$ cat src/rtl/pong_game_ctrl.sv
// Per-frame pong sequencer: paddle and ball motion, wall/paddle reflection,
// scoring and the serve/hold/game-over FSM, all stepped once per VSYNC tick.
module pong_game_ctrl #(
    parameter int BALL_STEP   = 4,
    parameter int PAD_STEP    = 6,
    parameter int BALL_SIZE   = 4,
    parameter int PAD_HALF_H  = 47,
    parameter int PAD_HALF_W  = 2,
    parameter int PAD_LX      = 20,
    parameter int PAD_RX      = 619,
    parameter int HOLD_FRAMES = 60,
    parameter int WIN_SCORE   = 9
) (
    input  logic       Clk,
    input  logic       Reset,
    input  logic       frame_clk,
    input  logic       up_l,
    input  logic       dn_l,
    input  logic       up_r,
    input  logic       dn_r,
    input  logic       serve,
    output logic [9:0] BallX,
    output logic [9:0] BallY,
    output logic [9:0] Ball_size,
    output logic [9:0] paddleLX,
    output logic [9:0] paddleLY,
    output logic [9:0] paddleRX,
    output logic [9:0] paddleRY,
    output logic [3:0] score_l,
    output logic [3:0] score_r,
    output logic [1:0] state
);

    typedef enum logic [1:0] {
        IDLE = 2'd0,
        PLAY = 2'd1,
        HOLD = 2'd2,
        OVER = 2'd3
    } state_t;

    localparam logic signed [10:0] STEP  = 11'(BALL_STEP);
    localparam logic signed [10:0] SIZE  = 11'(BALL_SIZE);
    localparam logic signed [10:0] PSTEP = 11'(PAD_STEP);
    localparam logic signed [10:0] PTOP  = 11'(PAD_HALF_H);
    localparam logic signed [10:0] PBOT  = 11'(479 - PAD_HALF_H);
    localparam logic signed [10:0] REACH = 11'(PAD_HALF_H + BALL_SIZE);
    localparam logic signed [10:0] LFACE = 11'(PAD_LX + PAD_HALF_W);
    localparam logic signed [10:0] RFACE = 11'(PAD_RX - PAD_HALF_W);
    localparam logic signed [10:0] YMAX  = 11'sd479;
    localparam logic signed [10:0] XMAX  = 11'sd639;
    localparam logic signed [10:0] ZERO  = 11'sd0;
    localparam logic signed [10:0] ONE   = 11'sd1;
    localparam logic [9:0]         CX    = 10'd320;
    localparam logic [9:0]         CY    = 10'd240;
    localparam logic [3:0]         WIN   = 4'(WIN_SCORE);
    localparam logic [7:0]         HOLDN = 8'(HOLD_FRAMES);

    logic [1:0]        sync_q;
    logic              edge_q;
    logic              tick;
    state_t            st_q, st_d;
    logic [9:0]        bx_q, bx_d, by_q, by_d;
    logic [9:0]        ly_q, ly_d, ry_q, ry_d;
    logic signed [10:0] mx_q, mx_d, my_q, my_d;
    logic [3:0]        sl_q, sl_d, sr_q, sr_d;
    logic [7:0]        hold_q, hold_d;
    logic              dir_q, dir_d;

    logic signed [10:0] bxs, bys, nx, ny, mxn, myn, dyl, dyr;
    logic               hit_l, hit_r, miss_l, miss_r;

    assign tick = sync_q[1] & ~edge_q;

    function automatic logic [9:0] pad_move(input logic [9:0] y,
                                            input logic up,
                                            input logic dn);
        logic signed [10:0] t;
        t = signed'({1'b0, y});
        if (up && !dn)
            t = t - PSTEP;
        else if (dn && !up)
            t = t + PSTEP;
        if (t < PTOP)
            t = PTOP;
        else if (t > PBOT)
            t = PBOT;
        return t[9:0];
    endfunction

    // Hit tests look at the paddle position from before this frame's move.
    always_comb begin
        bxs = signed'({1'b0, bx_q});
        bys = signed'({1'b0, by_q});
        nx  = bxs + mx_q;
        ny  = bys + my_q;
        mxn = mx_q;
        myn = my_q;
        dyl = bys - signed'({1'b0, ly_q});
        dyr = bys - signed'({1'b0, ry_q});
        if (dyl < ZERO)
            dyl = -dyl;
        if (dyr < ZERO)
            dyr = -dyr;
        if (my_q > ZERO && ny + SIZE >= YMAX) begin
            ny  = YMAX - SIZE;
            myn = -STEP;
        end else if (my_q < ZERO && ny - SIZE <= ZERO) begin
            ny  = SIZE;
            myn = STEP;
        end
        hit_l  = (mx_q < ZERO) && (nx - SIZE <= LFACE) && (dyl <= REACH);
        hit_r  = (mx_q > ZERO) && (nx + SIZE >= RFACE) && (dyr <= REACH);
        miss_l = !hit_l && !hit_r && (nx - SIZE <= ZERO);
        miss_r = !hit_l && !hit_r && (nx + SIZE >= XMAX);
        if (hit_l) begin
            nx  = LFACE + SIZE + ONE;
            mxn = STEP;
        end else if (hit_r) begin
            nx  = RFACE - SIZE - ONE;
            mxn = -STEP;
        end
    end

    always_comb begin
        st_d   = st_q;
        bx_d   = bx_q;
        by_d   = by_q;
        ly_d   = ly_q;
        ry_d   = ry_q;
        mx_d   = mx_q;
        my_d   = my_q;
        sl_d   = sl_q;
        sr_d   = sr_q;
        hold_d = hold_q;
        dir_d  = dir_q;
        if (tick) begin
            unique case (st_q)
                IDLE: begin
                    ly_d = pad_move(ly_q, up_l, dn_l);
                    ry_d = pad_move(ry_q, up_r, dn_r);
                    bx_d = CX;
                    by_d = CY;
                    if (serve) begin
                        st_d  = PLAY;
                        mx_d  = dir_q ? -STEP : STEP;
                        my_d  = STEP;
                        dir_d = ~dir_q;
                    end
                end
                PLAY: begin
                    ly_d = pad_move(ly_q, up_l, dn_l);
                    ry_d = pad_move(ry_q, up_r, dn_r);
                    if (miss_l || miss_r) begin
                        st_d   = HOLD;
                        mx_d   = ZERO;
                        my_d   = ZERO;
                        hold_d = HOLDN;
                        if (miss_l && sr_q < WIN)
                            sr_d = sr_q + 4'd1;
                        if (miss_r && sl_q < WIN)
                            sl_d = sl_q + 4'd1;
                    end else begin
                        bx_d = nx[9:0];
                        by_d = ny[9:0];
                        mx_d = mxn;
                        my_d = myn;
                    end
                end
                HOLD: begin
                    if (hold_q <= 8'd1) begin
                        hold_d = 8'd0;
                        if (sl_q == WIN || sr_q == WIN) begin
                            st_d = OVER;
                        end else begin
                            st_d = IDLE;
                            bx_d = CX;
                            by_d = CY;
                        end
                    end else begin
                        hold_d = hold_q - 8'd1;
                    end
                end
                OVER: begin
                    if (serve) begin
                        st_d  = IDLE;
                        sl_d  = 4'd0;
                        sr_d  = 4'd0;
                        dir_d = 1'b0;
                        bx_d  = CX;
                        by_d  = CY;
                    end
                end
            endcase
        end
    end

    always_ff @(posedge Clk) begin
        if (Reset) begin
            sync_q <= 2'b00;
            edge_q <= 1'b0;
            st_q   <= IDLE;
            bx_q   <= CX;
            by_q   <= CY;
            ly_q   <= CY;
            ry_q   <= CY;
            mx_q   <= ZERO;
            my_q   <= ZERO;
            sl_q   <= 4'd0;
            sr_q   <= 4'd0;
            hold_q <= 8'd0;
            dir_q  <= 1'b0;
        end else begin
            sync_q <= {sync_q[0], frame_clk};
            edge_q <= sync_q[1];
            st_q   <= st_d;
            bx_q   <= bx_d;
            by_q   <= by_d;
            ly_q   <= ly_d;
            ry_q   <= ry_d;
            mx_q   <= mx_d;
            my_q   <= my_d;
            sl_q   <= sl_d;
            sr_q   <= sr_d;
            hold_q <= hold_d;
            dir_q  <= dir_d;
        end
    end

    assign BallX     = bx_q;
    assign BallY     = by_q;
    assign Ball_size = 10'(BALL_SIZE);
    assign paddleLX  = 10'(PAD_LX);
    assign paddleLY  = ly_q;
    assign paddleRX  = 10'(PAD_RX);
    assign paddleRY  = ry_q;
    assign score_l   = sl_q;
    assign score_r   = sr_q;
    assign state     = st_q;

endmodule
$ cat config.mk
export PLATFORM = sky130hd
export DESIGN_NAME = pong_game_ctrl
export DESIGN_NICKNAME = d
export VERILOG_FILES = /design/src/rtl/pong_game_ctrl.sv
export SDC_FILE = /design/constraint.sdc
export NUM_CORES = 1
export LEC_CHECK = 0
export ABC_AREA = 1
export BUFFER_PORTS_ARGS = -buffer_cell sky130_fd_sc_hd__buf_2
export CORE_UTILIZATION = 44
export CTS_BUF_LIST = sky130_fd_sc_hd__clkbuf_4 sky130_fd_sc_hd__clkbuf_8 sky130_fd_sc_hd__clkbuf_16
export DETAILED_ROUTE_END_ITERATION = 10
export GPL_ROUTABILITY_DRIVEN = 0
export GPL_TIMING_DRIVEN = 0
export PLACE_DENSITY_LB_ADDON = 0.05
export SLEW_MARGIN = 20
export SYNTH_ARGS = -nofsm -noshare
export SYNTH_HDL_FRONTEND = slang
export SYNTH_SLANG_ARGS = --single-unit
$ cat constraint.sdc
create_clock -name Clk -period 6.6 [get_ports Clk]
set_clock_uncertainty 0.1 [all_clocks]
set_input_delay 0.33 -clock Clk [delete_from_list [all_inputs] [get_ports Clk]]
set_output_delay 0.33 -clock Clk [all_outputs]
set_load 0.005 [all_outputs]
=== Word level (Yosys, flattened, before mapping) ===
Index checks and enable logic that the tools add are counted.

* Add/sub/neg operators: 17
* Multipliers: 0
* Divide/modulo/power cells: 0
* Order comparisons: 25
* Equality and inequality tests: 15
* Shift-type cells: 0
* Mux-type cells: 68
* Bitwise operators: 3
* Reduce and logical (&&, ||, !) cells: 37

{| class="wikitable"
|+ Operator list
! cell !! count
|-
| $mux W11 || 23
|-
| $mux W10 || 20
|-
| $pmux W10 S4 || 2
|-
| $gt A11 B10 Y1 const B || 4
|-
| $lt A11 B1 Y1 const B || 4
|-
| $lt A11 B7 Y1 const B || 4
|-
| $pmux W11 S2 || 2
|-
| $pmux W10 S2 || 2
|-
| $add A10 B3 Y11 const B || 2
|-
| $add A11 B11 Y11 || 2
|-
| $add A11 B4 Y11 const B || 2
|-
| $ge A11 B11 Y1 const B || 2
|-
| $gt A11 B1 Y1 const B || 2
|-
| $le A11 B1 Y1 const B || 2
|-
| $le A11 B7 Y1 const B || 2
|-
| $neg A11 Y11 || 2
|-
| $sub A10 B10 Y11 || 2
|-
| $sub A10 B3 Y11 const B || 2
|-
| $sub A11 B4 Y11 const B || 2
|-
| $mux W4 || 5
|-
| $reduce_and A5 Y1 || 4
|-
| $mux W8 || 2
|-
| $ne A2 B2 Y1 const B || 8
|-
| $pmux W4 S2 || 2
|-
| other kinds (25) || 61
|}

* Register bits after elaboration: 84
* Latch bits: 0
* RAM bits: 0
* Bits in read-only memories: 0
* Bits of input ports: 8
* Output and inout bits: 80
* Memories: 0

=== Depth between registers and ports, before layout ===
Gate-level depths: netlist of run 1.

* Depth in word-level cells: 12
* Gate-level depth with buffers: 26
* Gate-level depth less buffers: 26

=== Worst setup path before layout of run 1 ===
OpenSTA, ideal clock, no wires.

* Path kind: flip-flop to flip-flop
* Start: register by_q[0], in the netlist BallY[0]
* End: register by_q[4], in the netlist BallY[4]
* Library setup time: 119 ps
* Data arrival time: 3052 ps
* Data required time: 6381 ps
* Path slack: 3329 ps
* Cell stages (with the launch flop): 25
* Path buffers: 1
* Clock period less this slack: 3271 ps
* Cell sequence: dfxtp_1 > inv_1 > ha_1 > fa_1 > ha_1 > inv_1 > nor2_1 > nand3_1 > nor2_1 > nand2_1 > nand2_1 > nand2_1 > nand2_1 > nand2_1 > nor2_1 > nand4_1 > nand2_1 > nand2_4 > nand2_2 > inv_2 > o211ai_4 > nand2_4 > buf_6 > a21oi_2 > o21ai_1

* Cells in the longest elaborated chain, start to end: 11

{| class="wikitable"
|+ Ends and longest elaborated chain
! element !! line !! text
|-
| from (decl) || 62 || <nowiki>logic [9:0] bx_q, bx_d, by_q, by_d;</nowiki>
|-
| from (signal assigned) || 217 || <nowiki>by_q <= by_d;</nowiki>
|-
| $sub A10 B10 Y11 (on tied branches) || 98, 99 ||
|-
| $neg A11 Y11 (tied with other cells) || 101 || <nowiki>dyl = -dyl;</nowiki>
|-
| $mux W11 (on tied branches) || 100, 102 ||
|-
| $le A11 B7 Y1 (on tied branches) || 111, 112 ||
|-
| $logic_and A1 B1 Y1 (on tied branches) || 111, 112 ||
|-
| $logic_not A1 Y1 || 113, 114 ||
|-
| $logic_and A1 B1 Y1 || 113, 114 ||
|-
| $logic_and A1 B1 Y1 (on tied branches) || 113, 114 ||
|-
| $logic_or A1 B1 Y1 || 153 || <nowiki>if (miss_l || miss_r) begin</nowiki>
|-
| $ne A2 B2 Y1 (no source line) || -- ||
|-
| $reduce_and A5 Y1 (no source line) || -- ||
|}

Parallel ways exist; a longest one is shown, timed or not. The select of a mux whose other input is x is not followed.
A chain may end at the register's enable or synchronous reset.

=== Worst setup path in the final report of run 1 ===
* Start: register by_q[0], in the netlist BallY[0]
* End: register by_q[7], in the netlist BallY[7]

Same word-level chain as after synthesis.

==> results of run 1 <==
## metal layers
layer  part of all wire  track usage
met5                  0            0
met3              0.043       0.0438
met2               0.47        0.399
met4              0.013       0.0484
met1               0.48        0.313
## state kept, by name, indices dropped and copies added (netlist names)
name	cells
state	2
score_r	4
sync_q	2
dir_q	1
hold_q	8
BallX	9
mx_q	2
score_l	4
my_q	2
BallY	9
paddleLY	10
edge_q	1
paddleRY	10
## kinds of logic (layout without fill, tap and decap cells)
logic type / Yosys count / count (layout) / share of synthesized area
xor+xnor: 34 / 34 / 0.0402
fa+ha+maj: 62 / 62 / 0.109
simple gates: 667 / 667 / 0.393
other cells: 2 / 30 / 0.00101
flops: 64 / 64 / 0.173
buf+inv: 235 / 306 / 0.140
compound gates: 173 / 173 / 0.145
## synth_stat cells, drive strengths merged (15+ instances only)
master	instances
a21oi	74
buf	41
dfxtp	64
ha	58
inv	184
nand2	345
nand3	124
nand4	31
nor2	129
nor3	15
o21ai	57
xor2	28
## critical path: stages (launching register included)
cell	delay, ps
dfxtp_1	630
inv_1	310
ha_1	310
fa_1	390
inv_1	140
nand2_1	60
nand2_1	130
nand3_1	90
nand2_1	120
nand3_1	120
nor2_1	190
nand2_1	120
nand3_1	80
nand2_1	50
nor2_1	70
nand3_1	90
nand2_1	250
nand2_4	160
nand2_2	110
inv_2	60
o211ai_4	110
nand2_4	100
buf_6	190
a21oi_2	110
o21ai_1	90
## worst max path at each step
stage / start / end / slack (ps) / depth (start not counted)
CTS: BallY[0]$_SDFFE_PP0P_ / BallY[5]$_SDFFE_PP1P_ / 2250 / 24
floorplan: BallY[0]$_SDFFE_PP0P_ / BallY[4]$_SDFFE_PP1P_ / 3330 / 24
detailed placement: BallY[0]$_SDFFE_PP0P_ / BallY[5]$_SDFFE_PP1P_ / 2270 / 24
finish: BallY[0]$_SDFFE_PP0P_ / BallY[7]$_SDFFE_PP1P_ / 2270 / 24
global placement: BallY[0]$_SDFFE_PP0P_ / BallX[7]$_SDFFE_PP0P_ / 2320 / 24
global route: BallY[0]$_SDFFE_PP0P_ / BallX[7]$_SDFFE_PP0P_ / 1930 / 24
## final cells by class
class / instances / share of cell area
Clock buffer: 12 / 0.0310
Clock inverter: 3 / 0.00775
Buffer: 50 / 0.0410
Multi-Input combinational cell: 966 / 0.619
Inverter: 185 / 0.0827
Tap cell: 220 / 0.0328
Timing Repair Buffer: 56 / 0.0334
Sequential cell: 64 / 0.153
## stage by stage
step,instances,utilization,cell area (µm²),worst slack [ps]
finish,1556,0.508,8400,2270
global route,1556,0.508,8400,1930
CTS,1556,0.508,8400,2250
detailed placement,1541,0.489,8070,2270
global placement,1541,0.489,8070,2320
floorplan,1265,-,7520,3330
## power groups by stage
stage          clock network [mW]  logic, mW  registers (mW)
2_1_floorplan                   0      0.380           0.418
3_3_place_gp                    0      0.478           0.423
3_5_place_dp                    0      0.482           0.423
4_1_cts                     0.534      0.484           0.415
5_1_grt                     0.552      0.564           0.416
6_report                    0.526      0.487           0.415
## layout by cell type (no fill, tap or decap), types with 15 or more instances in the layout
master	netlist	routed
nand2_1	334	334
inv_1	178	178
nor2_1	123	123
nand3_1	122	122
dfxtp_1	64	64
a21oi_1	61	61
buf_2	2	58
ha_1	58	58
o21ai_0	43	43
buf_4	33	33
nand4_1	31	31
conb_1	2	30
xor2_1	28	28
nor3_1	15	15
==> impl_metrics.tcl, run 1 <==
set metrics [dict create \
    holdWs_ps 94.1 \
    hpwl_mm 16.1 \
    num_vias 7834 \
    worstPathArrival_ps 4450 \
    start_util 0.449 \
    wl_mm 20.2 \
    ant_nets 0 \
    dieArea_um2 17400 \
    ys_warn_count 0 \
    rr_startpoint "BallY[0]$_SDFFE_PP0P_" \
    max-slew-margin-rel 0.367 \
    syn-mean-instance-area_um2 5.99 \
    critPathKind "flip-flop to flip-flop" \
    fmaxAchievable_ghz 0.231 \
    pwr-share-comb 0.341 \
    seqCellArea_um2 1280 \
    setup_violations 0 \
    final_max_slew_viol_count 0 \
    io_buffers 56 \
    cp_data_required_time_ps 6720 \
    power.share.clock 0.368 \
    r2r_slack_ps 2270 \
    fin_crit_sh 0.656 \
    critPathCaptureType "flip-flop" \
    post-cts-setup-buffer-count 0 \
    async_flop_share 0 \
    grt_pass1_wl_mm 33.7 \
    fin_nets 1402 \
    power_density_nw_per_um2 170 \
    syn_inst 1237 \
    n_fill_cell 1790 \
    clkLatencyLatePin_ps 340 \
    p_sw_frac 0.355 \
    ios 88 \
    diodes 0 \
    switchingPower_uw 507 \
    cap_violations 0 \
    drtIter0Drc 417 \
    timing.rr.end "BallY[7]$_SDFFE_PP1P_" \
    synth_top_area_frac 0.173 \
    grt_pass1_vias 6904 \
    cts_hold_buf 0 \
    synth-seq-area-share 0.173 \
    p_int_uw 921 \
    routed_via_density 5.03 \
    cts_resized 0 \
    std_cell_rows 47 \
    hold_depth 3 \
    worst_pin_slew_ps 943 \
    wl_per_cell_um 13.0 \
    cts_buffers 9 \
    multi_input_area_um2 5200 \
    status "finished, final reports clean" \
    synth_edf_count 0 \
    ir_drop_mv 0.120 \
    cts_root_buf "clkbuf_16" \
    area_delta_synth_final_pct 13.3 \
    period_minus_slack_ps 4330 \
    drc_errors 0 \
    clock_sinks 64 \
    path_clk_slew_ps 50 \
    design.core.area_um2 16500 \
    p_seq_frac 0.291 \
    min_from "frame_clk" \
    synth-seq-cells 64 \
    setup-tns-final_ps 0 \
    h-tree-depth 3 \
    die_w_um 132 \
    grt_max_degree 13 \
    synth.cell_area_um2 7410 \
    leakagePower_nw 4.53 \
    ys_types 51 \
    hp-class "input pin to flip-flop" \
    rsz0062_at_grt "false" \
    die_y_um 132 \
    grtUsageTotal 0.236 \
    cp-start-kind "flip-flop" \
    drt_pre_antenna_iters 5 \
    reg2reg_depth 24 \
    synthFlopType "dfxtp_1" \
    final_layout_size_suffix_gt1_frac 0.119 \
    min_to "sync_q[0]$_SDFF_PP0_" \
    hold_viol 0 \
    power_mw 1.43 \
    crit_fanout 10 \
    antenna_found_initial 0 \
    cts_tree "done" \
    overflow 0 \
    clk_path_buf_depth 2 \
    synth_top_area_cell "dfxtp_1" \
    synthTopCellsByArea "dfxtp_1 17%, nand2_1 17%, ha_1 9.8%" \
]
Power figures use the tool's default switching activity.
==> inputs of run 2 (changes only) <==
- ABC_AREA: 1 -> 0
- clock period: 6.6 -> 4.26 ns (I/O delays scaled with it)
==> run 2 against run 1 <==
Non-clock buffer count increased by 28; utilization increased by 2.1 points; die area shrank 1.1%; sequential power rose by 50%; synthesized cell count is 21% lower; first-iteration DRC count rose by 19%; sequential share of layout area hardly changed; setup slack got worse by 2200 ps; register-to-register slack got worse by 2200 ps; synthesized area down 1.1%; highest routed layer unchanged.
==> impl_metrics.tcl, run 2 <==
set metrics [dict create \
    synthTopCellsByArea "dfxtp_1 17%, ha_1 9.9%, nor2_1 3.9%" \
    ys_types 87 \
    fmaxAchievable_ghz 0.241 \
    num_vias 7565 \
    std_cell_rows 46 \
    synth_top_area_frac 0.175 \
    switchingPower_uw 576 \
    critPathMaxStageDelay_ps 440 \
    ios 88 \
    reg2reg_depth 15 \
    grtUsageTotal 0.252 \
    cts_buffers 9 \
    path_buf_inv 4 \
    finalWorstSetupSlack_ps 118 \
    cap_violations 0 \
    worstPathArrival_ps 4260 \
    max-slew-margin-rel 0.432 \
    critPathCaptureType "flip-flop" \
    setup-tns-final_ps 0 \
    p_sw_frac 0.319 \
    ant_nets 0 \
    synthMuxAreaShare 0.0208 \
    seqCellArea_um2 1290 \
    design.core.area_um2 16100 \
    hold_viol 0 \
    p_seq_frac 0.345 \
    syn_inst 981 \
    syn-mean-instance-area_um2 7.47 \
    p_int_mw 1.23 \
    wl_per_cell_um 16.4 \
    dpl.cell_count 1280 \
    overflow 0 \
    final_max_slew_viol_count 0 \
    setup_violations 0 \
    diodes 0 \
    mostFrequentLayoutCells "77 x nor2_1, 73 x nand2_1, 63 x buf_2" \
    synth.cell_area_um2 7330 \
    rr_startpoint "BallY[0]$_SDFFE_PP0P_" \
    cp_data_required_time_ps 4380 \
    leakagePower_nw 3.54 \
    synthAdderAreaFrac 0.110 \
    synth-simple-area-share 0.263 \
    clk_path_buf_depth 2 \
    min_to "score_l[2]$_SDFFE_PP0P_" \
    path_clk_slew_ps 60 \
    die_y_um 131 \
    synth_top_area_cell "dfxtp_1" \
    synth_compound_area_frac 0.299 \
    period_minus_slack_ps 4140 \
    timing.rr.end "BallY[7]$_SDFFE_PP1P_" \
    antenna_found_initial 0 \
    synth-seq-area-share 0.175 \
    h-tree-depth 3 \
    drt_pre_antenna_iters 5 \
    hold_depth 4 \
    clkLatencyLatePin_ps 340 \
    synth_xor_area_frac 0.0490 \
    cp_top_family "compound AO/OA/AOI/OAI gates" \
    r2r_slack_ps 120 \
    grt_max_degree 13 \
    async_flop_share 0 \
    grt_pass1_wl_mm 34.0 \
    yosysMostFrequentCell "nor2_1" \
    synthFlopType "dfxtp_1" \
    min_from "serve" \
    pre_cts_slack_ps -653 \
    dieArea_um2 17200 \
    fin_crit_sh 0.972 \
    synth_common_cells "77 x nor2_1, 73 x nand2_1, 64 x dfxtp_1" \
    drc_errors 0 \
    ir_drop_mv 0.217 \
    wl_mm 21.4 \
    path_depth 15 \
    final_layout_size_suffix_gt1_frac 0.166 \
    cts_root_buf "clkbuf_16" \
    die_w_um 131 \
    cp_slowest_cell "dfxtp_4" \
    hp-class "input pin to flip-flop" \
    hpwl_mm 16.1 \
    fin_nets 1154 \
    n_fill_cell 1605 \
    final_common_cell "nor2_1" \
    power_mw 1.80 \
    drtIter0Drc 497 \
    start_util 0.457 \
    final_cells 1303 \
    synth_edf_count 0 \
    area_delta_synth_final_pct 15.9 \
    cts_tree "done" \
    io_buffers 55 \
    synth_top_family_by_area "compound AO/OA/AOI/OAI gates" \
    synth-seq-cells 64 \
    pwr-share-comb 0.274 \
    routed_via_density 5.81 \
    path_cells "clkinvlp_4 -> ha_1 -> fa_1 -> nand2b_1 -> a211o_1 -> a2bb2oi_4 -> clkbuf_4 -> nor4_1 -> a211oi_1 -> a22oi_2 -> buf_4 -> a31o_4 -> o31a_1 -> buf_6 -> o32a_1" \
    crit_fanout 10 \
    cp-start-kind "flip-flop" \
    power_density_nw_per_um2 212 \
    grt_pass1_vias 6702 \
    ys_warn_count 0 \
    clock_sinks 64 \
    multi_input_area_um2 5700 \
    worst_pin_slew_ps 846 \
    critPathKind "flip-flop to flip-flop" \
    status "finished, final reports clean" \
    power.share.clock 0.381 \
]
## run 2: cells by family (layout without fill, tap and decap cells)
| kind of cell | count (synthesis) | count (layout) |
|---|---|---|
| other | 2 | 30 |
| XOR/XNOR | 41 | 41 |
| AND/OR/NAND/NOR | 370 | 370 |
| adder cells (fa/ha/maj) | 62 | 62 |
| flip-flops | 64 | 64 |
| multiplexers | 15 | 15 |
| buffers and inverters | 122 | 200 |
| AO/OA/AOI/OAI | 305 | 305 |
## run 2: power by group through the flow
stage / combinational (mW) / clock [mW] / sequential [mW]
after CTS: 0.470 / 0.702 / 0.623
after floorplan: 0.358 / 0 / 0.633
after detailed placement: 0.456 / 0 / 0.636
after global routing: 0.546 / 0.723 / 0.624
final: 0.494 / 0.686 / 0.623
after global placement: 0.456 / 0 / 0.636
## run 2: worst max path at each step
stage / start / to / slack, ps
final: BallY[0]$_SDFFE_PP0P_ / BallY[7]$_SDFFE_PP1P_ / 120
after global routing: mx_q[9]$_SDFFE_PP0P_ / BallY[7]$_SDFFE_PP1P_ / -10
after CTS: mx_q[2]$_SDFFE_PP0P_ / BallY[7]$_SDFFE_PP1P_ / 3
after detailed placement: BallY[0]$_SDFFE_PP0P_ / BallY[6]$_SDFFE_PP1P_ / -650
after global placement: BallY[0]$_SDFFE_PP0P_ / BallY[4]$_SDFFE_PP1P_ / -620
after floorplan: mx_q[9]$_SDFFE_PP0P_ / BallY[7]$_SDFFE_PP1P_ / 460
## run 2: area by class of cell
class,count,area share
Buffer,70,0.0489
Clock buffer,11,0.0297
Clock inverter,3,0.00221
Inverter,52,0.0234
Multi-Input combinational cell,823,0.671
Sequential cell,64,0.152
Tap cell,216,0.0318
Timing Repair Buffer,64,0.0406
## run 2: through the flow
step                      area (µm²)  utilization  hold slack [ps]
after global routing            8500        0.529              330
after global placement          7980        0.497              340
after CTS                       8350        0.520              315
after detailed placement        7980        0.497              348
after floorplan                 7440            -              241
final                           8500        0.529              323
## run 2: worst min-delay path: stages
cell and delay (ps):
clkbuf_1 170, nand4_1 130, o31ai_1 80, mux2i_1 110
## run 2: what timing repair did
action / 4_1_cts / 5_1_grt
endpoints found under the hold margin: 1 / 0
resized for setup: 15 / 28
setup endpoints to repair: 40 / 40
gates cloned: 0 / 0
pin swaps: 1 / 3
setup buffers: 4 / 4
hold buffers: 1 / 0
## run 2: layer usage
layer  track usage  part of all wire
met1         0.334              0.47
met5             0                 0
met3        0.0365             0.047
met4        0.0642             0.015
met2         0.427              0.47
==> inputs of run 3 (changes only) <==
- CORE_ASPECT_RATIO: not set -> 1.75
- MAX_ROUTING_LAYER: not set -> met4
==> run 3 against run 2 <==
Fmax increased by 1.3%; die area is 0.12% higher; clock power is 15% higher; clock-buffer cell count down 1; non-clock buffer count grew 1; final cell count grew 0.84%; power rose by 5.6%; routed wire length is 11% higher; sequential power hardly changed; via count grew 2.1%; sequential share of layout area decreased by 0.19 points; combinational power is essentially flat.
==> impl_metrics.tcl, run 3 (synthesized netlist as in run 2, its figures left out) <==
set metrics [dict create \
    power_density_nw_per_um2 222 \
    fin_area_um2 8600 \
    rr_startpoint "BallY[0]$_SDFFE_PP0P_" \
    cp-start-kind "flip-flop" \
    cts_root_buf "clkbuf_16" \
    critPathMaxStageDelay_ps 450 \
    period_minus_slack_ps 4090 \
    cts_buffers 9 \
    cap_violations 0 \
    antenna_found_initial 0 \
    drc_errors 0 \
    cp_top_family "compound AO/OA/AOI/OAI gates" \
    setup_violations 0 \
    hold_viol 0 \
    status "finished, final reports clean" \
    crit_top_cell "a211oi_1" \
    fin_nets 1155 \
    area_delta_synth_final_pct 17.2 \
    setup.worst_path.start "BallY[0]$_SDFFE_PP0P_" \
    power.share.clock 0.414 \
    hpwl_mm 18.7 \
    wl_mm 23.7 \
    cp_data_required_time_ps 4390 \
    grt_pass1_wl_mm 38.0 \
    r2r_slack_ps 170 \
    dpl_cell_area_um2 7990 \
    crit_fanout 10 \
    p_int_mw 1.28 \
    wl_per_cell_um 18.1 \
    path_depth 14 \
    leakagePower_nw 3.55 \
    io_buffers 55 \
    mostFrequentLayoutCells "76 x nor2_1, 73 x nand2_1, 61 x buf_2" \
    cts_tree "done" \
    pwr-share-comb 0.259 \
    clkLatencyLatePin_ps 350 \
    timing.rr.end "BallY[7]$_SDFFE_PP1P_" \
    num_vias 7725 \
    path_buf_inv 3 \
    path_cells "clkinvlp_4 -> ha_1 -> fa_1 -> nand2b_1 -> a211o_1 -> a2bb2oi_2 -> buf_4 -> a211oi_1 -> a211oi_1 -> a22oi_2 -> a31o_4 -> o31a_1 -> buf_6 -> o32a_1" \
    grt_pass1_vias 7542 \
    clk_path_buf_depth 2 \
    fin_crit_sh 0.960 \
    die_y_um 173 \
    reg2reg_depth 14 \
    fmaxAchievable_ghz 0.245 \
    path_clk_slew_ps 60 \
    power_mw 1.90 \
    final_layout_size_suffix_gt1_frac 0.172 \
    worst_pin_slew_ps 913 \
    holdWs_ps 314 \
    critPathCaptureType "flip-flop" \
    p_seq_frac 0.327 \
    ant_nets 0 \
    diodes 0 \
    final_max_slew_viol_count 0 \
    dieArea_um2 17200 \
    routed_via_density 5.88 \
    n_fill_cell 1706 \
    drt_pre_antenna_iters 5 \
    critPathKind "flip-flop to flip-flop" \
    ios 88 \
    grt_max_degree 13 \
    design.core.area_um2 16400 \
    std_cell_rows 62 \
    clock_sinks 64 \
    p_sw_frac 0.330 \
    h-tree-depth 3 \
    switchingPower_uw 628 \
    max-slew-margin-rel 0.390 \
    final_common_cell "nor2_1" \
    grtUsageTotal 0.287 \
    worstPathArrival_ps 4220 \
    ir_drop_mv 0.148 \
    drtIter0Drc 217 \
    start_util 0.448 \
    critPathCapture "BallY[7]$_SDFFE_PP1P_" \
    die_w_um 99.6 \
    cp_slowest_cell "dfxtp_4" \
    overflow 0 \
    hp-class "input pin to flip-flop" \
]
==> run 3: cell count changes in the layout (fill, tap and decap cells not counted), moves of 2 or more <==
cell,change
nor4_4,+2
buf_4,+2
clkinvlp_4,+3
buf_2,-2
==> run 3: power by group through the flow <==
stage	clock network [mW]	registers (mW)	logic, mW
floorplan	0	0.633	0.358
global placement	0	0.638	0.458
detailed placement	0	0.638	0.460
CTS	0.793	0.623	0.474
global route	0.821	0.624	0.545
finish	0.789	0.623	0.493
==> run 3: how the worst min path moves through the flow <==
stage,to,from,cells after the start,slack (ps)
2_1_floorplan,sync_q[0]$_SDFF_PP0_,frame_clk,1,240
3_3_place_gp,sync_q[1]$_SDFF_PP0_,sync_q[0]$_SDFF_PP0_,1,350
3_5_place_dp,sync_q[0]$_SDFF_PP0_,frame_clk,2,340
4_1_cts,score_l[2]$_SDFFE_PP0P_,serve,4,320
5_1_grt,sync_q[1]$_SDFF_PP0_,sync_q[0]$_SDFF_PP0_,1,370
6_report,score_l[2]$_SDFFE_PP0P_,serve,4,310
==> run 3: timing repair <==
item,CTS,global route
cloned,0,0
resized for setup,21,28
endpoints found under the hold margin,1,0
pin swaps,0,5
setup endpoints to repair,40,39
setup buffers,2,7
hold buffers,1,0
==> run 3: metal layers <==
| metal | part of all wire | vias up | track usage |
|---|---|---|---|
| met4 | 0.043 | 0 | 0.141 |
| met1 | 0.37 | 3662 | 0.271 |
| li1 | - | 3842 | - |
| met5 | 0 | - | - |
| met2 | 0.57 | 152 | 0.557 |
| met3 | 0.021 | 69 | 0.0319 |
==> run 3: area by class of cell <==
class | count | area (µm²) | share of cell area
Multi-Input combinational cell | 823 | 5740 | 0.668
Sequential cell | 64 | 1290 | 0.150
Buffer | 70 | 420 | 0.0489
Timing Repair Buffer | 65 | 353 | 0.0410
Tap cell | 224 | 280 | 0.0326
Clock buffer | 10 | 239 | 0.0278
Inverter | 52 | 203 | 0.0236
Clock inverter | 6 | 67.6 | 0.00786
==> run 3: worst min-delay path: cells and delay by family <==
kind                   cells  cell delay [ps]
buffers and inverters      1              170
AND/OR/NAND/NOR            1              140
multiplexers               1              110
AO/OA/AOI/OAI              1               80
==> run 3: through the flow <==
| step | util | setup TNS, ps | worst slack [ps] | std cells |
|---|---|---|---|---|
| after global placement | 0.488 | -20640 | -708 | 1288 |
| after CTS | 0.514 | 0 | 6.11 | 1307 |
| after detailed placement | 0.488 | -19810 | -676 | 1288 |
| final | 0.525 | 0 | 171 | 1314 |
| after floorplan | - | 0 | 460 | 1009 |
| after global routing | 0.525 | -265 | -60.5 | 1314 |
